$ cat config.mk
export PLATFORM = sky130hd
export DESIGN_NAME = idli_serial_alu_m
export DESIGN_NICKNAME = d
export VERILOG_FILES = /design/src/rtl/idli_pkg.sv /design/src/rtl/idli_alu_slice_m.sv /design/src/rtl/idli_serial_alu_m.sv
export SDC_FILE = /design/constraint.sdc
export NUM_CORES = 1
export LEC_CHECK = 0
export ABC_AREA = 0
export CAP_MARGIN = 10
export CORE_ASPECT_RATIO = 1.75
export CORE_MARGIN = 2
export CORE_UTILIZATION = 45
export DETAILED_ROUTE_END_ITERATION = 10
export PLACE_DENSITY = 0.7
export SLEW_MARGIN = 20
export SYNTH_ARGS = -nofsm -noshare
export SYNTH_HDL_FRONTEND = slang
export SYNTH_SLANG_ARGS = --single-unit
$ cat constraint.sdc
create_clock -name i_alu_gck -period 5.45 [get_ports i_alu_gck]
set_clock_uncertainty 0.2 [all_clocks]
set_input_delay 1.09 -clock i_alu_gck [delete_from_list [all_inputs] [get_ports i_alu_gck]]
set_output_delay 1.09 -clock i_alu_gck [all_outputs]
set_load 0.01 [all_outputs]
$ cat src/rtl/idli_pkg.sv
// Shared types and constants for the idli execute stage.
// Holds the ALU/compare opcode encodings and the flag-to-compare mapping.
package idli_pkg;

  localparam int unsigned ALU_SLICE_W_DEFAULT = 4;

  typedef enum logic [2:0] {
    AluAdd = 3'd0,
    AluAnd = 3'd1,
    AluOr  = 3'd2,
    AluXor = 3'd3,
    AluShl = 3'd4
  } alu_op_t;

  typedef enum logic [2:0] {
    CmpNone = 3'd0,
    CmpEq   = 3'd1,
    CmpNe   = 3'd2,
    CmpLt   = 3'd3,
    CmpLtu  = 3'd4,
    CmpGe   = 3'd5,
    CmpGeu  = 3'd6
  } cmp_op_t;

  // Flags come from lhs-rhs: cout=1 means no borrow (lhs >= rhs unsigned).
  function automatic logic cmp_eval(input cmp_op_t op, input logic zero, input logic n,
                                    input logic v, input logic cout);
    logic r;
    r = 1'b0;
    case (op)
      CmpEq:   r = zero;
      CmpNe:   r = ~zero;
      CmpLt:   r = n ^ v;
      CmpLtu:  r = ~cout;
      CmpGe:   r = ~(n ^ v);
      CmpGeu:  r = cout;
      default: r = 1'b0;
    endcase
    return r;
  endfunction

endpackage

$ cat src/rtl/idli_alu_slice_m.sv
// Combinational SLICE_W-bit ALU slice; carry-in doubles as the shift-in bit for SHL.
// msb_cin is the carry into the top bit, used for signed overflow on the final slice.
module idli_alu_slice_m
  import idli_pkg::*;
#(
  parameter int unsigned SLICE_W = ALU_SLICE_W_DEFAULT
) (
  input  logic [SLICE_W-1:0] a,
  input  logic [SLICE_W-1:0] b,
  input  alu_op_t            op,
  input  logic               inv,
  input  logic               cin,
  output logic [SLICE_W-1:0] res,
  output logic               cout,
  output logic               msb_cin
);

  logic [SLICE_W-1:0] b_eff;
  logic [SLICE_W:0]   sum;
  logic [SLICE_W:0]   shl;

  assign b_eff = inv ? ~b : b;
  assign sum   = {1'b0, a} + {1'b0, b_eff} + {{SLICE_W{1'b0}}, cin};
  // Concatenation keeps the shift well-formed even for 1-bit slices.
  assign shl   = {a, cin};

  assign msb_cin = a[SLICE_W-1] ^ b_eff[SLICE_W-1] ^ sum[SLICE_W-1];

  always_comb begin
    res  = '0;
    cout = 1'b0;
    case (op)
      AluAdd: begin
        res  = sum[SLICE_W-1:0];
        cout = sum[SLICE_W];
      end
      AluAnd: res = a & b_eff;
      AluOr:  res = a | b_eff;
      AluXor: res = a ^ b_eff;
      AluShl: begin
        res  = shl[SLICE_W-1:0];
        cout = shl[SLICE_W];
      end
      default: begin
        res  = '0;
        cout = 1'b0;
      end
    endcase
  end

endmodule

$ cat src/rtl/idli_serial_alu_m.sv
// Bit-serial ALU/compare unit: one operand slice per cycle, LSB first, under the sync counter.
// Registers the result slice each cycle and pulses compare flags after the final slice.
module idli_serial_alu_m
  import idli_pkg::*;
#(
  parameter int unsigned DATA_W  = 16,
  parameter int unsigned SLICE_W = ALU_SLICE_W_DEFAULT,
  localparam int unsigned NSLICE = DATA_W / SLICE_W,
  localparam int unsigned CTR_W  = (NSLICE > 1) ? $clog2(NSLICE) : 1
) (
  input  logic               i_alu_gck,
  input  logic               i_alu_rst_n,
  input  logic [CTR_W-1:0]   i_alu_ctr,
  input  logic               i_alu_vld,
  input  alu_op_t            i_alu_op,
  input  logic               i_alu_inv,
  input  logic               i_alu_cin,
  input  cmp_op_t            i_alu_cmp_op,
  input  logic [SLICE_W-1:0] i_alu_lhs,
  input  logic [SLICE_W-1:0] i_alu_rhs,
  output logic [SLICE_W-1:0] o_alu_res,
  output logic               o_alu_res_vld,
  output logic               o_alu_cout,
  output logic               o_alu_cmp,
  output logic               o_alu_cmp_vld
);

  localparam logic [0:0]       StIdle  = 1'b0;
  localparam logic [0:0]       StBusy  = 1'b1;
  localparam logic [CTR_W-1:0] LastIdx = CTR_W'(NSLICE - 1);

  logic [0:0]       state_q, state_d;
  logic [CTR_W-1:0] idx_q;
  alu_op_t          op_q;
  logic             inv_q;
  cmp_op_t          cmp_op_q;
  logic             carry_q;
  logic             zero_q;

  logic [SLICE_W-1:0] res_q;
  logic               res_vld_q;
  logic               cout_q;
  logic               cmp_q;
  logic               cmp_vld_q;

  logic    acc_cont, acc_start, accept, last;
  alu_op_t start_op, cur_op;
  logic    start_inv, start_cin, cur_inv, cur_cin;
  cmp_op_t cur_cmp;
  logic    zero_acc, flag_n, flag_v;

  logic [SLICE_W-1:0] slice_res;
  logic               slice_cout;
  logic               slice_msb_cin;

  always_comb begin
    acc_cont  = (state_q == StBusy) && i_alu_vld && (i_alu_ctr == idx_q);
    // A slice-0 arriving out of sequence restarts rather than merely aborting.
    acc_start = i_alu_vld && (i_alu_ctr == '0) && !acc_cont;
    accept    = acc_cont | acc_start;
    last      = accept && (i_alu_ctr == LastIdx);

    // Compares always run lhs-rhs, whatever the decoded op says.
    if (i_alu_cmp_op != CmpNone) begin
      start_op  = AluAdd;
      start_inv = 1'b1;
      start_cin = 1'b1;
    end else begin
      start_op  = i_alu_op;
      start_inv = i_alu_inv;
      start_cin = (i_alu_op == AluShl) ? 1'b0 : i_alu_cin;
    end

    cur_op  = acc_start ? start_op     : op_q;
    cur_inv = acc_start ? start_inv    : inv_q;
    cur_cin = acc_start ? start_cin    : carry_q;
    cur_cmp = acc_start ? i_alu_cmp_op : cmp_op_q;

    state_d = (accept && !last) ? StBusy : StIdle;
  end

  idli_alu_slice_m #(
    .SLICE_W (SLICE_W)
  ) u_slice (
    .a       (i_alu_lhs),
    .b       (i_alu_rhs),
    .op      (cur_op),
    .inv     (cur_inv),
    .cin     (cur_cin),
    .res     (slice_res),
    .cout    (slice_cout),
    .msb_cin (slice_msb_cin)
  );

  always_comb begin
    zero_acc = (acc_start | zero_q) & ~(|slice_res);
    flag_n   = slice_res[SLICE_W-1];
    flag_v   = slice_msb_cin ^ slice_cout;
  end

  always_ff @(posedge i_alu_gck or negedge i_alu_rst_n) begin
    if (!i_alu_rst_n) begin
      state_q   <= StIdle;
      idx_q     <= '0;
      op_q      <= AluAdd;
      inv_q     <= 1'b0;
      cmp_op_q  <= CmpNone;
      carry_q   <= 1'b0;
      zero_q    <= 1'b0;
      res_q     <= '0;
      res_vld_q <= 1'b0;
      cout_q    <= 1'b0;
      cmp_q     <= 1'b0;
      cmp_vld_q <= 1'b0;
    end else begin
      state_q   <= state_d;
      res_vld_q <= accept;
      cmp_vld_q <= last;
      if (accept) begin
        res_q   <= slice_res;
        carry_q <= slice_cout;
        zero_q  <= zero_acc;
        idx_q   <= i_alu_ctr + 1'b1;
      end
      if (acc_start) begin
        op_q     <= start_op;
        inv_q    <= start_inv;
        cmp_op_q <= i_alu_cmp_op;
      end
      if (last) begin
        cout_q <= slice_cout;
        cmp_q  <= cmp_eval(cur_cmp, zero_acc, flag_n, flag_v, slice_cout);
      end
    end
  end

  assign o_alu_res     = res_q;
  assign o_alu_res_vld = res_vld_q;
  assign o_alu_cout    = cout_q;
  assign o_alu_cmp     = cmp_q;
  assign o_alu_cmp_vld = cmp_vld_q;

endmodule

* Word level (Yosys, flattened, before mapping)
Cells that the tools add are included.
** Word-level totals
- Flip-flop bits (word level) :: 20
- Input bits :: 21
- Output and inout port bits :: 8
- Word-level logic and storage cells :: 68
** Operators by class
- Add/sub/neg operators :: 3
- Eq/ne operators :: 13
- Muxes and demuxes :: 13
- Bitwise operators :: 15
- Reduce and logical (&&, ||, !) cells :: 12
** Operator list (count)
- 4-bit case mux with 5 select lines :: 1
- 3-bit equality test, second input constant :: 5
- 3-bit by 2-bit equality test with 1-bit output, second input constant :: 4
- 3-bit two-way mux :: 3
- 3-bit by 1-bit equality test with 1-bit output, second input constant :: 2
- 1-bit logical AND :: 6
- 1-bit two-way mux :: 6
- 1-bit case mux with 6 select lines :: 1
- 4-bit by 4-bit adder with 5-bit output :: 1
- 5-bit by 1-bit adder with 5-bit output :: 1
- 4-bit bitwise AND :: 1
- 4-bit two-way mux :: 1
- 1-bit inverter :: 4
- 4-bit inverter :: 1
- 4-bit OR :: 1
- 4-bit OR reduction :: 1
- 1-bit bitwise XOR :: 4
- 4-bit bitwise XOR :: 1
- 3-bit zero test :: 1
- 3-bit nonzero test :: 1
- 2-bit by 1-bit adder with 2-bit output, second input constant :: 1
- 2-bit equality test :: 1
- 2-bit equality test, second input constant :: 1
- 1-bit zero test :: 2
- other kinds (4) :: 5

* Logic depth before layout (Yosys ltp)
Gate-level depths: netlist (run 1).
- Depth after elaboration :: 14
- Depth in mapped cells :: 19
- Depth with buffers taken out :: 18

* By module
Synthesis (run 1) repeated with hierarchy kept, for this count alone.
** Unflattened totals
- Cells, all modules :: 160
- Area total of the unflattened synthesis :: 1466.4 sq um
** Modules (own cells, without submodules)
- idli_serial_alu_m :: times used 1, cells an instance 97, area each 1008.5 sq um, sequential area each 500.5 sq um
- idli_alu_slice_m :: times used 1, cells an instance 63, area each 457.9 sq um, sequential area each 0.0 sq um

* Worst setup path after synthesis (run 1)
OpenSTA, ideal clock, no wires.
- Path kind :: input to register
- From :: in i_alu_ctr[0]
- To :: reg cmp_q (netlist: o_alu_cmp)
- Library setup time :: 0.133 ns
- Arrival :: 4.789 ns
- Required time :: 5.117 ns
- Setup slack :: 0.328 ns
- Stages on the path :: 18
- Buffers on the path :: 1
- Cell sequence :: inv_1 > ha_1 > nand2_1 > a31oi_4 > buf_2 > nand3b_1 > o21ai_1 > xnor2_1 > fa_1 > fa_1 > a31oi_1 > a221oi_1 > a21oi_1 > nor4b_1 > a2111oi_2 > and3_1 > a311oi_1 > a211oi_1
** Between the ends
- Cells in the longest elaborated chain, start to end :: 14
** RTL lines
- start, declared :: RTL line idli_serial_alu_m.sv:13 : input logic [CTR_W-1:0] i_alu_ctr,
- 2-bit equality test :: RTL line idli_serial_alu_m.sv:57 : acc_cont = (state_q == StBusy) && i_alu_vld && (i_alu_ctr == idx_q);
- 1-bit logical AND :: RTL line idli_serial_alu_m.sv:57
- 1-bit zero test :: RTL line idli_serial_alu_m.sv:59 : acc_start = i_alu_vld && (i_alu_ctr == '0) && !acc_cont;
- 1-bit logical AND :: RTL line idli_serial_alu_m.sv:59
- 1-bit two-way mux
- 4-bit two-way mux :: RTL line idli_alu_slice_m.sv:22 : assign b_eff = inv ? ~b : b;
- 4-bit by 4-bit adder with 5-bit output :: RTL line idli_alu_slice_m.sv:23 : assign sum = {1'b0, a} + {1'b0, b_eff} + {{SLICE_W{1'b0}}, cin};
- 5-bit by 1-bit adder with 5-bit output :: RTL line idli_alu_slice_m.sv:23
- 4-bit case mux with 5 select lines :: RTL line idli_alu_slice_m.sv:32 : case (op)
- 4-bit OR reduction :: RTL line idli_serial_alu_m.sv:96 : zero_acc = (acc_start | zero_q) & ~(|slice_res);
- 1-bit inverter :: RTL line idli_serial_alu_m.sv:96
- 1-bit bitwise AND :: RTL line idli_serial_alu_m.sv:96
- 1-bit inverter :: RTL line idli_pkg.sv:32 : CmpNe: r = ~zero;
- 1-bit case mux with 6 select lines :: RTL line idli_pkg.sv:30 : case (op)
- end signal, assigned :: RTL line idli_serial_alu_m.sv:132 : cmp_q <= cmp_eval(cur_cmp, zero_acc, flag_n, flag_v, slice_cout);
- end, declared :: RTL line idli_serial_alu_m.sv:43 : logic cmp_q;
Several ways; a longest one is shown, not always the timed one.
A chain may end at the register's enable or synchronous reset.

* Worst setup path after layout (run 1)
- From :: in i_alu_ctr[1]
- To :: reg cmp_q (netlist: o_alu_cmp)
Same word-level chain as after synthesis.

==> results of run 1 <==
cells in the final DEF, fill, tap and decap left out, types with 4 or more instances in the layout:
cell,n
a21oi_1,14
mux2i_1,6
dfrtp_1,20
buf_4,6
xnor2_1,5
ha_1,10
o21ai_1,4
inv_1,19
nand3_1,4
nand2_1,15
mux2_2,4
clkdlybuf4s50_1,27
nor2_1,20
metal layers:
layer  global-route usage, %  vias up
met5                       0        -
li1                        -      733
met3                    2.15        8
met2                    38.8       35
met1                    25.7      720
met4                    8.84        0
flip-flops by register name (all words and copies together), names as in the netlist:
| signal | cells |
|---|---|
| idx_q | 2 |
| o_alu_cout | 1 |
| cmp_op_q | 3 |
| state_q | 1 |
| carry_q | 1 |
| o_alu_res | 4 |
| zero_q | 1 |
| op_q | 3 |
| inv_q | 1 |
| o_alu_cmp | 1 |
| o_alu_cmp_vld | 1 |
| o_alu_res_vld | 1 |
through the flow:
stage | worst slack, ns | power [mW]
floorplan | 0.328 | 0.383
global placement | 0.184 | 0.490
detailed placement | 0.0223 | 0.496
CTS | 0.292 | 0.648
global route | 0.0274 | 0.686
finish | 0.286 | 0.642
critical path, stage by stage:
cell	delay (ns)
clkdlybuf4s50_1	0.48
inv_1	0.08
ha_1	0.19
nand2_1	0.15
a31oi_4	0.20
nand3b_1	0.09
o21ai_1	0.15
xnor2_1	0.17
fa_1	0.46
fa_1	0.46
a21o_1	0.19
a21oi_1	0.16
o221ai_1	0.16
o2111ai_2	0.24
xnor2_1	0.19
and3_1	0.17
o21ai_1	0.07
a311oi_1	0.31
a211oi_1	0.08
cell families after synthesis:
group | share of synthesized area (%)
AOI/OAI and AO/OA | 21.2
adders and majority gates | 10.2
muxes | 7.38
buffers and inverters | 5.77
xor gates and xnor gates | 5.23
and+or+nand+nor | 19.5
DFF | 30.8
cell type report:
type,count,area share (%)
Tap cell,45,2.73
Inverter,22,4.12
Clock buffer,3,2.00
Timing Repair Buffer,34,15.5
Clock inverter,1,1.45
Multi-Input combinational cell,140,50.0
Sequential cell,20,24.2
power groups by stage:
stage	clock network, mW	registers (mW)	logic, mW
finish	0.148	0.199	0.296
global route	0.158	0.203	0.325
CTS	0.152	0.199	0.296
detailed placement	0	0.202	0.294
global placement	0	0.201	0.289
floorplan	0	0.207	0.176
final timing paths:
kind | startpoint | endpoint | slack, ns | cells past startpoint
worst max-delay path | i_alu_ctr[1] | o_alu_cmp | 0.29 | 19
worst min-delay path | o_alu_cout | o_alu_cout | 0.30 | 2
worst max register to register | idx_q[0] | o_alu_cmp | 1.40 | 16
worst min register to register | o_alu_cout | o_alu_cout | 0.30 | 2
max in group asynchronous | i_alu_rst_n | carry_q | 4.15 | 1
min in group asynchronous | i_alu_rst_n | cmp_op_q[0] | 0.58 | 1
==> summary.txt, run 1 <==
Final Hold Viols: 0
Fin util: 60.2%
First-pass GRT wire length: 7010 um
Root buffer cell: clkbuf_8
Post-placement cell count: 261
CORE AREA: 3430 um2
Distinct cells, synth: 53
Final period util: 94.8%
Vias: 1496
Worst-skew pair later-pin latency: 0.26 ns
Top Layer Used: met4
Post-CTS sizing: 0
Layout cells sized above 1: 13.2%
DRC: 0
Setup-failing EPs final: 0
Die Wd: 49.4 um
Min Tclk post-route: 5.16 ns
Final HPWL DP: 3490 um
Tightest Pin Transition: 0.636 ns
Share of power burned in registers: 30.9%
Top_reg_cell synth: dfrtp_1
Placed cell areas: 2000 um2
Max VDD drop: 0.000286 V
Max cap viols: 0
Multi-input gate area: 1030 um2
Nets: 254
Post-CTS Setup Repair Bufs: 0
IO Port Bufs: 28
Die Y: 83.5 um
Via density: 5.65
CTS H-tree lvls: 1
I/O pin cnt: 29
Post-route setup TNS: 0 ns
Initial antenna violation count: 0
Routed wire per std cell: 16.0 um
# clock sinks: 20
Number of global-route vias before repair: 1478
Internal Dissipation: 0.423 mW
GPL Wtd Cong: 0.976
Clock buffer depth: 2
GRT Total Usage: 21.7%
Slew headroom: 57.0%
Post-synth EDFFs: 0
Largest net degree at the start of global routing: 21
Synthesis-stage register bit count: 20
Final wirelength: 4250 um
Fmax: 0.194 GHz
Row count: 28
Sequential-to-total area share from yosys stat: 30.8%
Worst Path Max Fanout: 7
Clock transition at path regs: 0.08 ns
Status: complete, no violations
Hold WC Path Type: reg2reg
Register area: 500 um2
Switching Share: 34.2%
Asr flop ratio synth: 100%
Crit path DAT: 5.10 ns
Combinational share of power: 46.0%
Synthesized Nets: 217
CP Data Required Time: 5.38 ns
Synth warnings: 0
Pins Over Slew Limit: 0
Sw Pwr: 0.219 mW
# hold bufs at CTS: 0
Post-synth top cells: dfrtp_1, nor2_1, inv_1, nand2_1, a21oi_1
Layout area overhead: 27.0%
Critical path startpoint category: input port
Met2 wire len: 2280 um
Overflow after GRT: 0
Syn Area/Cell: 8.84 um2
RSZ-0062 raised after global routing: no
Area of the mapped netlist: 1630 um2
Synth area leaders: dfrtp_1, ha_1, nor2_1, inv_1, a21oi_1
DR pass1 iterations: 4
Fin cells: 265
Clock power frac: 23.0%
# diodes: 0
Post-Route M1 WL: 1740 um
Synth area leader: dfrtp_1
CP endpoint kind: register
Routed wl met3: 111 um
DR iter-0 viols: 52
Critical path class: in2reg
Fill cells: 331
Top cell type's share of synthesized area: 30.8%
Die area: 4130 um2
WHS: 0.296 ns
Cell Pwr Density: 311 nW/um2
Leak pwr: 0.916 nW
TritonCTS clock tree: built
Post-Syn Instances: 184
Total CTS buffers: 3
Final instance area: 2070 um2
Final ANT Viol Nets: 0
Initial Utilization: 47.4%
Note: power is estimated with default switching activity, not from simulation.
==> run 2: changes to the inputs <==
ABC_AREA = 1   (was 0)
PLACE_DENSITY = 0.66   (was 0.7)
TNS_END_PERCENT = 1   (was unset)
==> run 2 against run 1 <==
  * Via count up 2.8%
  * Final area hardly changed
  * Count of clock-buffer cells in the layout rose by 1
  * Die area increased by 3.7%
==> summary.txt, run 2 <==
Synthesis-stage register bit count: 20
DR pass1 iterations: 4
Min Tclk post-route: 4.88 ns
Hold WC Path Type: reg2reg
CP endpoint kind: register
Number of global-route vias before repair: 1520
Synth area leader: dfrtp_1
# hold bufs at CTS: 0
CP Launch Point: i_alu_ctr[1]
Placed cell areas: 2010 um2
DRC: 0
Syn Area/Cell: 7.13 um2
Final period util: 89.5%
RSZ-0062 raised after global routing: no
Max reg flops: 4
Critical path startpoint category: input port
DR iter-0 viols: 37
Setup crit end: o_alu_cmp
Worst path slowest cell: clkdlybuf4s50_1
Clock power frac: 19.9%
I/O pin cnt: 29
Asr flop ratio synth: 100%
Most frequent cells in the layout: nand2_1, inv_1, clkdlybuf4s50_1, nor2_1, dfrtp_1
Clock transition at path regs: 0.07 ns
GPL Wtd Cong: 0.822
Vias: 1538
Via density: 4.91
Post-synth EDFFs: 0
# diodes: 0
Nets: 301
Final wirelength: 3810 um
Distinct cells, synth: 32
Most common cell in the netlist: nand2_1
Die Wd: 50.3 um
Routed wire per std cell: 12.2 um
Combinational share of power: 45.8%
Leak pwr: 1.08 nW
Sw Pwr: 0.208 mW
Most common cell after layout, fill and taps aside: nand2_1
Sequential-to-total area share from yosys stat: 29.6%
Top_reg_cell synth: dfrtp_1
Post-CTS sizing: 0
Crit path buf inv count: 3
Layout cells sized above 1: 11.6%
TritonCTS clock tree: built
Worst Path Max Fanout: 11
Crit-path most repeated cell: nand2_1
WHS: 0.284 ns
IO Port Bufs: 28
CORE AREA: 3630 um2
Worst-skew pair later-pin latency: 0.26 ns
Total CTS buffers: 3
Slew headroom: 40.0%
Pins Over Slew Limit: 0
Die area: 4280 um2
CP Data Required Time: 5.44 ns
Internal Dissipation: 0.361 mW
Fmax: 0.205 GHz
R2r endpoint: o_alu_cmp
CTS H-tree lvls: 1
Largest net degree at the start of global routing: 21
Die Y: 85.1 um
Max VDD drop: 0.000159 V
Root buffer cell: clkbuf_8
GRT Total Usage: 20.0%
Initial antenna violation count: 0
Layout area overhead: 22.1%
Final HPWL DP: 3200 um
Fill cells: 359
Setup-failing EPs final: 0
Overflow after GRT: 0
Critical path class: in2reg
Max stage delay on crit path: 0.54 ns
Cell Pwr Density: 276 nW/um2
Post-Syn Instances: 237
Clock buffer depth: 2
Post-CTS Setup Repair Bufs: 0
Final instance area: 2060 um2
WP depth: 23
Fin util: 56.9%
Top cell type's share of synthesized area: 29.6%
First-pass GRT wire length: 6580 um
R2r startpoint: idx_q[1]
Setup ws final: 0.572 ns
Synthesized Nets: 270
Area of the mapped netlist: 1690 um2
Synth area leaders: dfrtp_1, nand2_1, inv_1, ha_1, nand3_1
Worst reg2reg setup slack: 1.60 ns
Row count: 29
Cell Chain, Critical Path: clkdlybuf4s50_1, inv_2, ha_1, nand2_1, o21bai_4, inv_2, or2_2, nand2_1, xnor2_1, fa_1, fa_1, xor2_1, nand2_1, nand2_1, nor2_1, nand2_1, nor2_1, nand3_1, nand2_1, nand2_1, nand2_1, nand2_1, nand2_1
DP Worst Slack: 0.322 ns
Top delay family on crit path: simple AND/OR/NAND/NOR gates
Status: complete, no violations
Final Hold Viols: 0
Switching Share: 36.6%
Synth warnings: 0
# clock sinks: 20
Post-synth top cells: nand2_1, inv_1, dfrtp_1, nor2_1, nand3_1
Post-route setup TNS: 0 ns
Initial Utilization: 46.6%
Final ANT Viol Nets: 0
Crit path DAT: 4.87 ns
Share of power burned in registers: 34.3%
R2r worst-path depth: 22
Max cap viols: 0
Tightest Pin Transition: 0.897 ns
run 2: worst min-delay path, cell delays in order (launching register included):
cell and delay [ns]:
dfrtp_1 0.34, nand2_1 0.05, nand2_1 0.06
run 2: cells by family after synthesis:
logic type | share of synthesized area, %
AND/OR/NAND/NOR | 37.3
buffers and inverters | 11.8
adder cells (fa/ha/maj) | 9.77
XOR/XNOR | 3.11
flip-flops | 29.6
AO/OA/AOI/OAI | 8.44
run 2: worst min-delay path by stage:
stage,start,to,cells past startpoint
after floorplan,carry_q,carry_q,2
after global placement,o_alu_res[1],o_alu_res[1],2
after detailed placement,o_alu_res[1],o_alu_res[1],2
after CTS,o_alu_res[3],o_alu_res[3],2
after global routing,o_alu_res[1],o_alu_res[1],2
final,o_alu_cmp,o_alu_cmp,2
run 2: power by group through the flow:
stage,logic [mW],clock network (mW),registers (mW)
4_1_cts,0.263,0.116,0.195
6_report,0.261,0.113,0.195
2_1_floorplan,0.162,0,0.205
3_5_place_dp,0.262,0,0.198
3_3_place_gp,0.260,0,0.198
5_1_grt,0.298,0.122,0.199
run 2: metrics by stage:
stage | power [mW] | cells
floorplan | 0.367 | 237
global placement | 0.458 | 309
detailed placement | 0.461 | 309
CTS | 0.574 | 313
global route | 0.618 | 313
finish | 0.569 | 313
run 2: cell type report:
type                       instances  area, um2  area share (%)
inverter                          46        173            8.36
clock buffer                       4       55.1            2.67
tap                               46       57.6            2.79
multi-input combinational        168        991            48.0
sequential                        20        500            24.2
timing repair buffer              29        288            13.9
run 2: routing by layer:
| metal | track usage (%) | part of all wire (%) | vias to the layer above | routed length, um |
|---|---|---|---|---|
| li1 | - | - | 798 | - |
| met1 | 21.0 | 37 | 691 | 1430 |
| met2 | 39.0 | 56 | 38 | 2140 |
| met3 | 1.58 | 3.0 | 11 | 116 |
| met4 | 8.35 | 3.3 | 0 | 127 |
| met5 | 0 | 0 | - | 0 |
==> run 3: changes to the inputs <==
CORE_MARGIN = 1   (was 2)
==> run 3 against run 2 <==
  * Sequential cell count is the same
  * Non-clock buffer count did not move
  * Largest cell class unchanged
  * Utilization grew 0.57 points
  * Critical path depth did not move
  * Clock power is 4% lower
  * Total power fell by 0.32%
  * Register-to-register slack improved by 0.02 ns
  * Routed wire length is 2.3% lower
  * Via count shrank 1.5%
  * Sequential share of layout area unchanged
==> summary.txt, run 3 (synthesis gave the netlist of run 2 again) <==
Status: complete, no violations
Layout cells sized above 1: 11.6%
Most common cell after layout, fill and taps aside: nand2_1
Share of power burned in registers: 34.5%
Vias: 1515
R2r startpoint: idx_q[1]
Worst hold stages: 2
Initial antenna violation count: 0
DR iter-0 viols: 37
Largest net degree at the start of global routing: 21
CTS H-tree lvls: 1
Worst-skew pair later-pin latency: 0.25 ns
Nets: 301
Switching Share: 36.3%
Crit path DAT: 4.79 ns
Root buffer cell: clkbuf_8
Grt met1 use: 20.3%
Min Tclk post-route: 4.84 ns
Final HPWL DP: 3270 um
Routing usage on met3: 2.20%
Initial Utilization: 47.1%
First-pass GRT wire length: 6420 um
Post-placement cell count: 309
Pins Over Slew Limit: 0
R2r worst-path depth: 22
Internal Dissipation: 0.361 mW
Final Hold Viols: 0
Start point of the worst hold path: o_alu_res[3]
Met2 usage: 43.4%
Max reg flops: 4
Critical path class: in2reg
Row count: 29
Sw Pwr: 0.206 mW
CORE AREA: 3590 um2
Final period util: 88.9%
Setup-failing EPs final: 0
Tightest Pin Transition: 0.892 ns
# diodes: 0
Fin cells: 313
GPL Wtd Cong: 0.789
Clock transition at path regs: 0.07 ns
Hold WC Path Type: reg2reg
Cell Pwr Density: 275 nW/um2
Clock power frac: 19.2%
# hold bufs at CTS: 0
Endpoint, Worst Hold: o_alu_res[3]
Max cap viols: 0
Final ANT Viol Nets: 0
Worst Path Max Fanout: 11
GRT Total Usage: 20.7%
Via density: 4.84
Layout area overhead: 22.1%
Total power: 0.567 mW
R2r endpoint: o_alu_cmp
Die area: 4020 um2
Critical path startpoint category: input port
Post-CTS Setup Repair Bufs: 0
Fmax: 0.206 GHz
Post-CTS sizing: 0
Routed wire per std cell: 11.9 um
Final wirelength: 3730 um
Overflow after GRT: 0
TritonCTS clock tree: built
IO Port Bufs: 28
Die Y: 83.1 um
Post-route setup TNS: 0 ns
DR pass1 iterations: 4
DRC: 0
Slew headroom: 40.4%
Most frequent cells in the layout: nand2_1, inv_1, clkdlybuf4s50_1, nor2_1, dfrtp_1
Number of global-route vias before repair: 1428
CP endpoint kind: register
Combinational share of power: 46.3%
Fin util: 57.5%
Worst reg2reg setup slack: 1.62 ns
I/O pin cnt: 29
Gr busiest metal: met2
Total CTS buffers: 3
Clock buffer depth: 2
Die Wd: 48.3 um
RSZ-0062 raised after global routing: no
Leak pwr: 1.08 nW
CP Data Required Time: 5.39 ns
Max VDD drop: 0.000215 V
# clock sinks: 20
[run 3: metrics by stage]
stage	hold WS (ns)	worst slack, ns	area, um2
after detailed placement	0.269	0.313	2010
after global placement	0.267	0.385	2010
after CTS	0.288	0.575	2060
after floorplan	0.304	1.25	1690
final	0.280	0.605	2060
after global routing	0.313	0.198	2060
[run 3: how the worst max path moves through the flow]
stage,start,slack [ns],end,depth (start not counted)
after detailed placement,i_alu_ctr[1],0.31,o_alu_cmp,23
after floorplan,i_alu_ctr[0],1.25,o_alu_cmp,22
after global placement,i_alu_ctr[0],0.38,o_alu_cmp,23
final,i_alu_ctr[1],0.61,o_alu_cmp,23
after global routing,i_alu_ctr[0],0.20,o_alu_cmp,23
after CTS,i_alu_ctr[1],0.58,o_alu_cmp,23
[run 3: per-layer routing]
layer  routed length [um]  up-vias  share of wire, %
met1                 1380      686                37
met3                   56        4               1.5
met5                    0        -                 0
met2                 2230       25                60
li1                     -      800                 -
met4                   59        0               1.6
[run 3: layout make-up]
type / count / area [um2]
Tap cell: 46 / 57.6
Multi-Input combinational cell: 168 / 991
Clock buffer: 4 / 55.1
Inverter: 46 / 173
Fill cell: 371 / 1530
Sequential cell: 20 / 500
Timing Repair Buffer: 29 / 288
[run 3: power groups by stage]
stage	logic (mW)	clock network (mW)	registers, mW
2_1_floorplan	0.162	0	0.205
3_3_place_gp	0.263	0	0.199
3_5_place_dp	0.264	0	0.199
4_1_cts	0.265	0.112	0.196
5_1_grt	0.295	0.122	0.201
6_report	0.262	0.109	0.196
[run 3: critical path: stages]
cell	delay, ns
clkdlybuf4s50_1	0.53
inv_2	0.06
ha_1	0.17
nand2_1	0.10
o21bai_4	0.21
inv_2	0.13
or2_2	0.29
nand2_1	0.19
xnor2_1	0.16
fa_1	0.45
fa_1	0.43
a21oi_1	0.15
o21bai_1	0.11
nand4_4	0.14
nand2_4	0.08
nand2_1	0.06
nand2_1	0.04
nand2_1	0.08
a21oi_1	0.06
nor2_1	0.09
nand2_1	0.06
nand2_1	0.05
nand2_1	0.04
